`src/rtl/inst_fetch_pkg.sv`:
```
// inst_fetch_pkg: shared fetch-stage types and default sizing.
package inst_fetch_pkg;
    typedef logic        Bit_t;
    typedef logic [31:0] InstAddr_t;
    typedef logic [31:0] Inst_t;

    localparam int IF_BUF_DEPTH = 4;
    localparam int IF_MAX_OUTST = 2;

    typedef struct packed {
        InstAddr_t pc;
        Inst_t     inst;
        Bit_t      filled;
    } FetchEntry_t;
endpackage

```
`src/rtl/inst_fetch_fifo.sv`:
```
// inst_fetch_fifo: in-order fetch buffer; entries are allocated at issue and
// filled later in allocation order through a separate fill pointer.
module inst_fetch_fifo
    import inst_fetch_pkg::*;
#(
    parameter int DEPTH = IF_BUF_DEPTH
) (
    input  logic                   clk,
    input  logic                   rst,
    input  logic                   flush,
    input  logic                   push,
    input  logic [31:0]            push_pc,
    input  logic                   fill,
    input  logic [31:0]            fill_inst,
    input  logic                   pop,
    output logic [$clog2(DEPTH):0] count,
    output logic                   head_filled,
    output logic [31:0]            head_pc,
    output logic [31:0]            head_inst
);
    localparam int AW = $clog2(DEPTH);

    FetchEntry_t r_mem [DEPTH];
    logic [AW:0] r_head, r_tail, r_fptr;

    always_ff @(posedge clk) begin
        if (!rst || flush) begin
            r_head <= '0;
            r_tail <= '0;
            r_fptr <= '0;
            if (!rst)
                for (int i = 0; i < DEPTH; i++) r_mem[i] <= '0;
        end else begin
            if (push) begin
                r_mem[r_tail[AW-1:0]] <= '{pc: push_pc, inst: '0, filled: 1'b0};
                r_tail <= r_tail + 1'b1;
            end
            // fill never targets the tail slot: a response implies an older unfilled entry
            if (fill) begin
                r_mem[r_fptr[AW-1:0]].inst   <= fill_inst;
                r_mem[r_fptr[AW-1:0]].filled <= 1'b1;
                r_fptr <= r_fptr + 1'b1;
            end
            if (pop)
                r_head <= r_head + 1'b1;
        end
    end

    assign count       = r_tail - r_head;
    assign head_filled = r_mem[r_head[AW-1:0]].filled;
    assign head_pc     = r_mem[r_head[AW-1:0]].pc;
    assign head_inst   = r_mem[r_head[AW-1:0]].inst;
endmodule

```
`src/rtl/inst_fetch.sv`:
```
// inst_fetch: issues one imem read per PC, pairs responses with their PC and
// hands {pc, inst} to decode; flush drops buffered entries and owed responses.
module inst_fetch
    import inst_fetch_pkg::*;
#(
    parameter int DEPTH     = IF_BUF_DEPTH,
    parameter int MAX_OUTST = IF_MAX_OUTST
) (
    input  logic        clk,
    input  logic        rst,
    input  logic        pc_ce,
    input  logic [31:0] pc,
    input  logic        flush,
    output logic        stall_pc,
    output logic        imem_req,
    output logic [31:0] imem_addr,
    input  logic        imem_gnt,
    input  logic        imem_rvalid,
    input  logic [31:0] imem_rdata,
    output logic        id_valid,
    output logic [31:0] id_pc,
    output logic [31:0] id_inst,
    input  logic        id_ready
);
    localparam int OW = $clog2(MAX_OUTST + 1);
    localparam int CW = $clog2(DEPTH) + 1;

    logic [OW-1:0] r_outst, r_discard;
    logic [CW-1:0] w_count;
    logic          w_head_filled, w_credit, w_issue, w_rsp, w_fill, w_pop;

    assign w_credit  = (w_count < CW'(DEPTH)) && (r_outst < OW'(MAX_OUTST));
    assign imem_req  = rst & pc_ce & w_credit & ~flush;
    assign imem_addr = pc;
    assign w_issue   = imem_req & imem_gnt;
    assign stall_pc  = pc_ce & ~w_issue;
    // a response with nothing outstanding is a protocol error and is ignored
    assign w_rsp     = imem_rvalid && (r_outst != '0);
    assign w_fill    = w_rsp && (r_discard == '0) && !flush;
    assign id_valid  = (w_count != '0) && w_head_filled;
    assign w_pop     = id_valid & id_ready & ~flush;

    always_ff @(posedge clk) begin
        if (!rst) begin
            r_outst   <= '0;
            r_discard <= '0;
        end else begin
            r_outst   <= r_outst + OW'(w_issue) - OW'(w_rsp);
            // on flush every response still owed after this cycle must be dropped
            r_discard <= flush ? r_outst - OW'(w_rsp)
                               : r_discard - OW'(w_rsp && (r_discard != '0));
        end
    end

    inst_fetch_fifo #(.DEPTH(DEPTH)) u_fifo (
        .clk        (clk),
        .rst        (rst),
        .flush      (flush),
        .push       (w_issue),
        .push_pc    (pc),
        .fill       (w_fill),
        .fill_inst  (imem_rdata),
        .pop        (w_pop),
        .count      (w_count),
        .head_filled(w_head_filled),
        .head_pc    (id_pc),
        .head_inst  (id_inst)
    );

    a_rsp_owed: assert property (@(posedge clk) disable iff (!rst) imem_rvalid |-> r_outst != '0);
endmodule

```
`config.mk`:
```
export PLATFORM = sky130hd
export DESIGN_NAME = inst_fetch
export DESIGN_NICKNAME = d
export VERILOG_FILES = /design/src/rtl/inst_fetch_pkg.sv /design/src/rtl/inst_fetch_fifo.sv /design/src/rtl/inst_fetch.sv
export SDC_FILE = /design/constraint.sdc
export NUM_CORES = 1
export LEC_CHECK = 0
export CELL_PAD_IN_SITES_DETAIL_PLACEMENT = 2
export CELL_PAD_IN_SITES_GLOBAL_PLACEMENT = 2
export CORE_MARGIN = 10
export CORE_UTILIZATION = 40
export CTS_CLUSTER_DIAMETER = 150
export DETAILED_ROUTE_END_ITERATION = 6
export PLACE_DENSITY_LB_ADDON = 0.1
export RECOVER_POWER = 100
export SLEW_MARGIN = 40
export SYNTH_ARGS = -nofsm -noshare
export SYNTH_HDL_FRONTEND = slang
export SYNTH_SLANG_ARGS = --single-unit
export TNS_END_PERCENT = 1
```
`constraint.sdc`:
```
create_clock -name clk -period 4.4 [get_ports clk]
set_input_delay 0.88 -clock clk [delete_from_list [all_inputs] [get_ports clk]]
set_output_delay 0.88 -clock clk [all_outputs]
set_load 0.01 [all_outputs]
```
### Word-level counts from Yosys, hierarchy flattened

Memory sizes are Yosys's and may differ from the RTL's. A register that Yosys moved wholly into a read port is not among the register bits.
Cells that the tools add are included.
Widths: inputs -> output; s select.

* register bits: 13
* memory bits (writable): 260
* input bits: 71
* output and inout bits: 99
* logic and storage cells: 58
* memories kept: 1

Memories
* u_fifo.r_mem: words 4, width 65, rd ports 1, clocked after memory_dff 1, wr ports 4, RTL line inst_fetch_fifo.sv:23 `FetchEntry_t r_mem [DEPTH];`

* add/subtract/negate cells: 8
* magnitude comparators: 2
* mux-type cells: 18
* bitwise logic cells: 9
* reduce and logical (&&, ||, !) cells: 15

Operators by type and width (count)
* $mux 65: 2
* $reduce_or 65->1: 2
* $mux 2: 6
* $mux 1: 10
* $add 3x1->3 const B: 3
* $and 1x1->1: 7
* $logic_and 1x1->1: 6
* $sub 2x1->2: 3
* $reduce_bool 2->1: 2
* $lt 3x3->1 const B: 1
* $reduce_bool 3->1: 1
* $sub 3x3->3: 1
* $add 2x1->2: 1
* $logic_not 1->1: 2
* $logic_not 2->1: 1
* $lt 2x2->1 const B: 1
* $not 1->1: 2
* $logic_or 1x1->1: 1

### Depth between registers and ports, before layout

Gate-level depths: netlist (run 1).

* depth in word-level cells: 11
* mapped depth: 12
* mapped depth without buffers: 11

### Modules after synthesis

A second synthesis (run 1) with hierarchy kept.

* cell total of the unflattened synthesis: 818
* area total of the unflattened synthesis: 12477.0 um2

By module, submodules not included
* inst_fetch_fifo: instances 1, cells an instance 749, area an instance 11915.2 um2, sequential area each 7967.6 um2
* inst_fetch: instances 1, cells an instance 69, area an instance 561.8 um2, sequential area each 80.1 um2

### Worst setup path after synthesis (run 1)

Ideal clock, no wire load.

* path type: register to register
* from: register u_fifo.r_tail[0]
* to: memory u_fifo.r_mem[2][33] (netlist name), enable pin
* library setup time: 0.425 ns
* data arrival time: 3.400 ns
* required time: 3.975 ns
* path slack: 0.575 ns
* stages on the path, launching flop included: 9
* buffers on the path: 1
* period minus slack after synthesis: 3.825 ns
* cell sequence: dfxtp_1 clkbuf_1 inv_1 ha_1 fa_1 xor3_2 nor3_4 inv_2 o21ai_1

RTL lines
* start: declaration: RTL line inst_fetch_fifo.sv:24 `logic [AW:0] r_head, r_tail, r_fptr;`
* start signal: assignment: RTL line inst_fetch_fifo.sv:36 `r_tail <= r_tail + 1'b1;`
* end: declaration: RTL line inst_fetch_fifo.sv:23

### Worst setup path after layout (run 1)

* from: register u_fifo.r_tail[0]
* to: output port stall_pc

* word-level cells in the longest chain between the ends: 8

RTL lines
* $sub 3x3->3: RTL line inst_fetch_fifo.sv:49 `assign count = r_tail - r_head;`
* $lt 3x3->1: RTL line inst_fetch.sv:32 `assign w_credit = (w_count < CW'(DEPTH)) && (r_outst < OW'(MAX_OUTST));`
* $logic_and 1x1->1: RTL line inst_fetch.sv:32
* $and 1x1->1 (2 in a row): RTL line inst_fetch.sv:33 `assign imem_req = rst & pc_ce & w_credit & ~flush;`
* $and 1x1->1: RTL line inst_fetch.sv:35 `assign w_issue = imem_req & imem_gnt;`
* $not 1->1: RTL line inst_fetch.sv:36 `assign stall_pc = pc_ce & ~w_issue;`
* $and 1x1->1: RTL line inst_fetch.sv:36
* end: declaration: RTL line inst_fetch.sv:14 `output logic stall_pc,`

Every way passes these cells.

==> results of run 1 <==
==> cells in the final DEF, fill, tap and decap left out, drive strengths merged, types with 3 or more instances in the layout <==
cell type      instances
clkinv                11
bufinv                 6
dfxtp                 18
or3                    4
ha                    11
mux4                  65
edfxtp               256
nand2b                 6
mux2i                  6
buf                    3
clkbuf                51
nand2                 11
dlygate4sd3          100
nor3                   4
nor2                   6
inv                   12
and2                 258
and4                   5
clkdlybuf4s50         69
o21ai                  5
==> area by class of cell <==
class                      count  area, µm²
inverter                      12      45.04
fill                        2762      15280
clock buffer                  35      790.8
clock inverter                19      241.5
multi-input combinational    412       3799
sequential                   274       8055
tap                          396      495.5
timing repair buffer         188       1803
==> state kept, by name, summed over array words and instances, names as in the netlist, named ones only <==
name / count
u_fifo.r_mem: 260
u_fifo.r_fptr: 2
r_discard: 2
u_fifo.r_tail: 3
u_fifo.r_head: 3
r_outst: 2
==> cells by family (layout without fill, tap and decap cells) <==
family          Yosys count  count (layout)  synth area share
flops                   274             274            0.6513
mux                      71              71            0.1233
compound gates           19              19           0.01114
simple gates            304             304            0.1555
buf+inv                  88             254           0.03919
xor+xnor                  6               6          0.006684
fa+ha+maj                12              12           0.01276
==> path summary, 6_finish.rpt <==
check                                                startpoint                           endpoint  slack [ns]  cells after the start
worst min-delay path            u_fifo.r_mem[2][0]$_SDFFE_PP1P_    u_fifo.r_mem[2][0]$_SDFFE_PP1P_        0.47                      2
worst min register to register  u_fifo.r_mem[2][0]$_SDFFE_PP1P_    u_fifo.r_mem[2][0]$_SDFFE_PP1P_        0.47                      2
worst max-delay path              u_fifo.r_tail[0]$_SDFFE_PP0N_                           stall_pc        0.26                      8
worst max register to register    u_fifo.r_tail[0]$_SDFFE_PP0N_  u_fifo.r_mem[2][46]$_SDFFCE_PN0P_        0.58                      7
==> Yosys cell counts <==
cell	instances
and2_1	258
edfxtp_1	256
mux4_2	65
buf_4	32
clkbuf_1	32
dfxtp_1	18
ha_1	11
inv_1	11
nand2_1	11
buf_2	9
mux2i_1	6
nand2b_1	6
nor2_1	6
and4_1	5
or3_1	4
buf_6	3
o21ai_1	3
a211oi_1	2
a21oi_1	2
nand3_1	2
nand4_1	2
nor2b_1	2
nor3_4	2
o21a_1	2
o21ai_0	2
o21bai_1	2
o31ai_1	2
xnor2_1	2
xor2_1	2
a311o_1	1
fa_1	1
inv_2	1
nand3b_1	1
nand4bb_2	1
nor3_1	1
nor3_2	1
nor4_4	1
nor4bb_1	1
o2111a_1	1
o211a_1	1
o41a_1	1
xnor3_1	1
xor3_2	1
==> metal layers <==
metal  GRT usage  up-vias
met5           0        -
met4     0.02743        2
met3     0.03359       29
met2      0.3142      156
met1      0.2202     3688
li1            -     3092
==> worst reg2reg max path, stage by stage (launching register included) <==
cell and delay [ns]:
dfxtp_1 0.48, inv_1 0.08, ha_1 0.21, fa_1 0.40
xor3_2 0.36, nor4_1 0.41, clkbuf_1 1.37, and2_0 0.33
==> per-stage QoR <==
stage,setup slack [ns],hold WS [ns],instances
global placement,0.5428,0.4412,1282
global route,0.1138,0.5105,1336
detailed placement,0.4661,0.4692,1282
finish,0.2607,0.4721,1336
CTS,0.3167,0.4793,1336
floorplan,0.5751,0.4288,774
==> report_power, final <==
group	switching (µW)	leakage (µW)	internal, µW
Clock	1020	0.000498	1630
Combinational	273	0.00209	238
Sequential	48.4	0.00280	2980
Total	1340	0.00538	4840
==> results.py, run 1 <==
metrics = {
    "run_status": {
        "outcome": "complete, but fails checks",
        "failed_checks": "max-capacitance violations, max-slew violations",
    },
    "finish": {
        "design_area_um2": 15230,
        "final_layout_size_suffix_gt1_frac": 0.1372,
        "diodes": 0,
        "layout.nets": 1001,
        "syn2layout_area_growth_pct": 23.26,
        "final_util": 0.4992,
    },
    "yosys": {
        "synthDistinctLibCells": 43,
        "synth.avg_cell_area_um2": 15.96,
        "synthTopCellsByArea": "edfxtp_1 62%, and2_1 13%, mux4_2 12%",
        "syn_nets": 857,
        "ys_ff_latch": 274,
        "netlist_instances": 774,
        "yosys_warnings": 0,
        "yosysTopAreaCell": "edfxtp_1",
        "synth_top_area_frac": 0.6222,
        "yosysSeqAreaShare": 0.6513,
        "syn-cell-area_um2": 12360,
    },
    "die": {
        "dieArea_um2": 38320,
        "placementRows": 64,
        "fp.dieH_um": 195.8,
        "core_um2": 30510,
        "start_util": 0.4050,
        "ios": 170,
        "die_x_um": 195.8,
    },
    "grt": {
        "antenna_found_initial": 2,
        "grt_pass1_wl_um": 52180,
        "grt_max_degree": 66,
        "grt_pass1_vias": 8109,
        "grt_use_total": 0.1761,
        "overflow": 0,
    },
    "worst_hold_path": {
        "hp-class": "reg -> reg",
    },
    "timing": {
        "worst_slew_pin_slew_ns": 1.857,
        "rsz0062_at_grt": "no",
        "skew_ns": 0.01907,
        "finalSetupViolCount": 0,
        "relSlewSlack": -0.2380,
        "fin_setup_tns_ns": 0,
        "period_needed_ns": 4.139,
        "fmax_mhz": 241.6,
        "final_max_slew_viol_count": 169,
        "hold_viol_final": 0,
        "min_period_over_period": 0.9408,
    },
    "worst_setup_path": {
        "critPathKind": "reg -> out",
        "worstPathMaxFanout": 9,
        "crit_family": "buffers and inverters",
        "cp.required_ns": 3.52,
        "crit_top_cell": "inv_1",
        "setup.worst_path.start_class": "register",
        "cp_num_buf_inv": 3,
        "cp-end-kind": "output port",
        "arrival_ns": 3.26,
        "critical-path-max-stage-delay_ns": 0.60,
        "crit_path_top_delay_cell": "dlygate4sd3_1",
        "crit_chain": "inv_1 -> ha_1 -> fa_1 -> xor3_2 -> nor3_4 -> inv_1 -> and2_1 -> dlygate4sd3_1",
    },
    "pwr": {
        "power_uw": 6187,
        "ir_drop_uv": 322.5,
        "leakagePower_uw": 0.005383,
        "power.density_nw_per_um2": 406.3,
    },
    "routing": {
        "drtIter0Drc": 291,
        "postRouteWirelength_um": 33860,
        "met1_length_um": 13950,
        "num_vias": 6967,
        "top_layer_used": "met5",
        "via_per_inst": 5.215,
        "wire_per_inst_um": 25.35,
        "dr.pass1.iters": 4,
        "ant_nets": 0,
        "route.detailed.drc": 0,
        "wl_met3_um": 1778,
        "dr_wl_met2_um": 17780,
    },
    "clock_tree": {
        "cts_tree": "built",
        "clock_path_buffers": 3,
        "cts-hold-fix-buffers": 0,
        "cts.sinks": 274,
        "clk_latency_ns": 0.54,
        "cts_root_buf": "clkbuf_16",
        "path_clk_slew_ns": 0.06,
        "post_cts_resize_count": 0,
        "htreeDepth": 1,
        "numCtsBuffers": 30,
        "post_cts_buffers": 0,
    },
    "placed_design": {
        "post_dp_cell_area_um2": 14310,
        "place.detailed.hpwl_um": 21310,
        "gp_congestion": 0.7584,
        "portBuffers": 169,
    },
    "flow_run": {
        "maxCapViolCount": 5,
    },
}
(Power assumes the default switching activity.)
==> run 2: changes to the inputs <==
--- a/config.mk
+++ b/config.mk
@@ -8,11 +8,14 @@
 export CELL_PAD_IN_SITES_DETAIL_PLACEMENT = 2
 export CELL_PAD_IN_SITES_GLOBAL_PLACEMENT = 2
 export CORE_MARGIN = 10
-export CORE_UTILIZATION = 40
+export CORE_UTILIZATION = 46
 export CTS_CLUSTER_DIAMETER = 150
 export DETAILED_ROUTE_END_ITERATION = 6
+export DONT_BUFFER_PORTS = 1
+export GPL_ROUTABILITY_DRIVEN = 0
 export PLACE_DENSITY_LB_ADDON = 0.1
 export RECOVER_POWER = 100
+export SKIP_LAST_GASP = 1
 export SLEW_MARGIN = 40
 export SYNTH_ARGS = -nofsm -noshare
 export SYNTH_HDL_FRONTEND = slang
==> run 2 against run 1 <==
Against the previous run: routed wire length down 6.8%; clock skew down 0.0021 ns; hold slack got worse by 0.042 ns; combinational power down 39%; cell count shrank 17%; die area fell by 12%; the run still ends with max-capacitance violations, max-slew violations left; critical endpoint unchanged.
==> results.py, run 2 (synthesis gave the netlist of run 1 again) <==
metrics = {
    "finish": {
        "final_cells": 1104,
        "mostFrequentLayoutCell": "edfxtp_1",
        "diodes": 0,
        "final_util": 0.5096,
        "final_cell_mix": "256 x edfxtp_1, 199 x and2_0, 65 x mux4_2",
        "reg_top3": "u_fifo.r_mem (260), u_fifo.r_head (3), u_fifo.r_tail (3)",
        "syn2layout_area_growth_pct": 8.395,
        "layout.nets": 829,
        "final_layout_size_suffix_gt1_frac": 0.1586,
        "largest_reg_flops": 260,
        "top_register": "u_fifo.r_mem",
    },
    "placed_design": {
        "place_ws_ns": 0.9281,
        "portBuffers": 0,
        "place.detailed.hpwl_um": 19850,
        "numPlacedInstances": 1048,
    },
    "clock_tree": {
        "post_cts_resize_count": 0,
        "cts_tree": "built",
        "cts-hold-fix-buffers": 0,
        "path_clk_slew_ns": 0.06,
        "htreeDepth": 1,
        "cts_root_buf": "clkbuf_16",
        "post_cts_buffers": 0,
        "clock_path_buffers": 3,
        "cts.sinks": 274,
        "clk_latency_ns": 0.56,
        "numCtsBuffers": 30,
    },
    "flow_run": {
        "maxCapViolCount": 8,
    },
    "grt": {
        "grt_pass1_vias": 7390,
        "grt_pass1_wl_um": 47400,
        "antenna_found_initial": 0,
        "grt_use_total": 0.1856,
        "overflow": 0,
        "grt_max_degree": 35,
    },
    "routing": {
        "postRouteWirelength_um": 31560,
        "top_layer_used": "met4",
        "met1_length_um": 12140,
        "wl_met3_um": 2005,
        "dr.pass1.iters": 4,
        "num_vias": 6306,
        "dr_wl_met2_um": 16940,
        "wire_per_inst_um": 28.59,
        "drtIter0Drc": 339,
        "via_per_inst": 5.712,
        "route.detailed.drc": 0,
        "ant_nets": 0,
    },
    "timing": {
        "final_max_slew_viol_count": 272,
        "fmax_mhz": 256.5,
        "skew_ns": 0.01702,
        "fin_worst_hold_slack_ns": 0.4302,
        "finalSetupViolCount": 0,
        "hold_viol_final": 0,
        "fin_ws_ns": 0.5020,
        "relSlewSlack": -0.2822,
        "min_period_over_period": 0.8859,
        "rsz0062_at_grt": "no",
        "fin_setup_tns_ns": 0,
        "period_needed_ns": 3.898,
        "worst_slew_pin_slew_ns": 1.923,
    },
    "run_status": {
        "failed_checks": "max-capacitance violations, max-slew violations",
        "outcome": "complete, but fails checks",
    },
    "die": {
        "placementRows": 59,
        "start_util": 0.4701,
        "dieArea_um2": 33820,
        "fp.dieH_um": 183.9,
        "ios": 170,
        "die_x_um": 183.9,
        "core_um2": 26280,
    },
    "worst_setup_path": {
        "setup.worst_path.start_class": "register",
        "arrival_ns": 3.02,
        "cp.required_ns": 3.52,
        "cp-end-kind": "output port",
        "worstPathMaxFanout": 12,
        "critPathKind": "reg -> out",
    },
    "pwr": {
        "leakagePower_uw": 0.004562,
        "ir_drop_uv": 240.4,
        "power.density_nw_per_um2": 433.4,
    },
    "worst_hold_path": {
        "hp-class": "in -> reg",
    },
}
==> run 2: changes by cell type in the layout (fill, tap and decap cells not counted), moves of 3 or more <==
cell             before  now
clkbuf_2             10    3
clkbuf_1             10   18
clkdlybuf4s50_1      69    0
bufinv_16             6    3
and2_1               80   59
dlygate4sd3_1       100    0
or3_2                 0    3
and2_0              178  199
or3_1                 4    1
==> run 2: critical path, cell delays in order, from the launching register on <==
cell     delay, ns
dfxtp_1       0.48
inv_1         0.09
ha_1          0.22
fa_1          0.40
xor3_1        0.37
nor3_4        0.52
inv_2         0.15
and2_0        0.25
==> run 2: where the power goes <==
| part | internal [µW] | leakage (µW) | switching [µW] |
|---|---|---|---|
| clock network | 1430 | 0.000462 | 1030 |
| logic | 109 | 0.00131 | 203 |
| registers | 2980 | 0.00279 | 52.0 |
==> run 2: metal layers <==
layer  vias to the layer above  GRT usage
met5                         -          0
met4                         0    0.03376
met3                        36    0.05237
met2                       136     0.3445
met1                      3384     0.2084
li1                       2750          -
==> run 2: cell type report <==
type | instances | area (µm²)
Fill cell | 2377 | 12890
Sequential cell | 274 | 8051
Multi-Input combinational cell | 412 | 3802
Clock buffer | 40 | 788.3
Tap cell | 335 | 419.2
Clock inverter | 15 | 155.1
Timing Repair Buffer | 16 | 131.4
Inverter | 12 | 45.04
==> run 2: worst paths after layout <==
check / cells past startpoint / slack, ns / startpoint / endpoint
hold / removal: 1 / 0.43 / flush / r_discard[0]$_SDFF_PN0_
setup / recovery: 7 / 0.50 / u_fifo.r_tail[0]$_SDFFE_PP0N_ / stall_pc
setup reg to reg: 8 / 0.59 / u_fifo.r_tail[0]$_SDFFE_PP0N_ / u_fifo.r_mem[3][20]$_DFFE_PP_
hold reg to reg: 2 / 0.49 / u_fifo.r_mem[1][0]$_SDFFE_PP1P_ / u_fifo.r_mem[1][0]$_SDFFE_PP1P_
==> run 2: stage by stage <==
stage / power [µW] / instance area (µm²)
6_report: 5805 / 13390
2_1_floorplan: 3322 / 12360
3_3_place_gp: 3383 / 12470
5_1_grt: 5991 / 13390
3_5_place_dp: 3420 / 12570
4_1_cts: 5869 / 13520
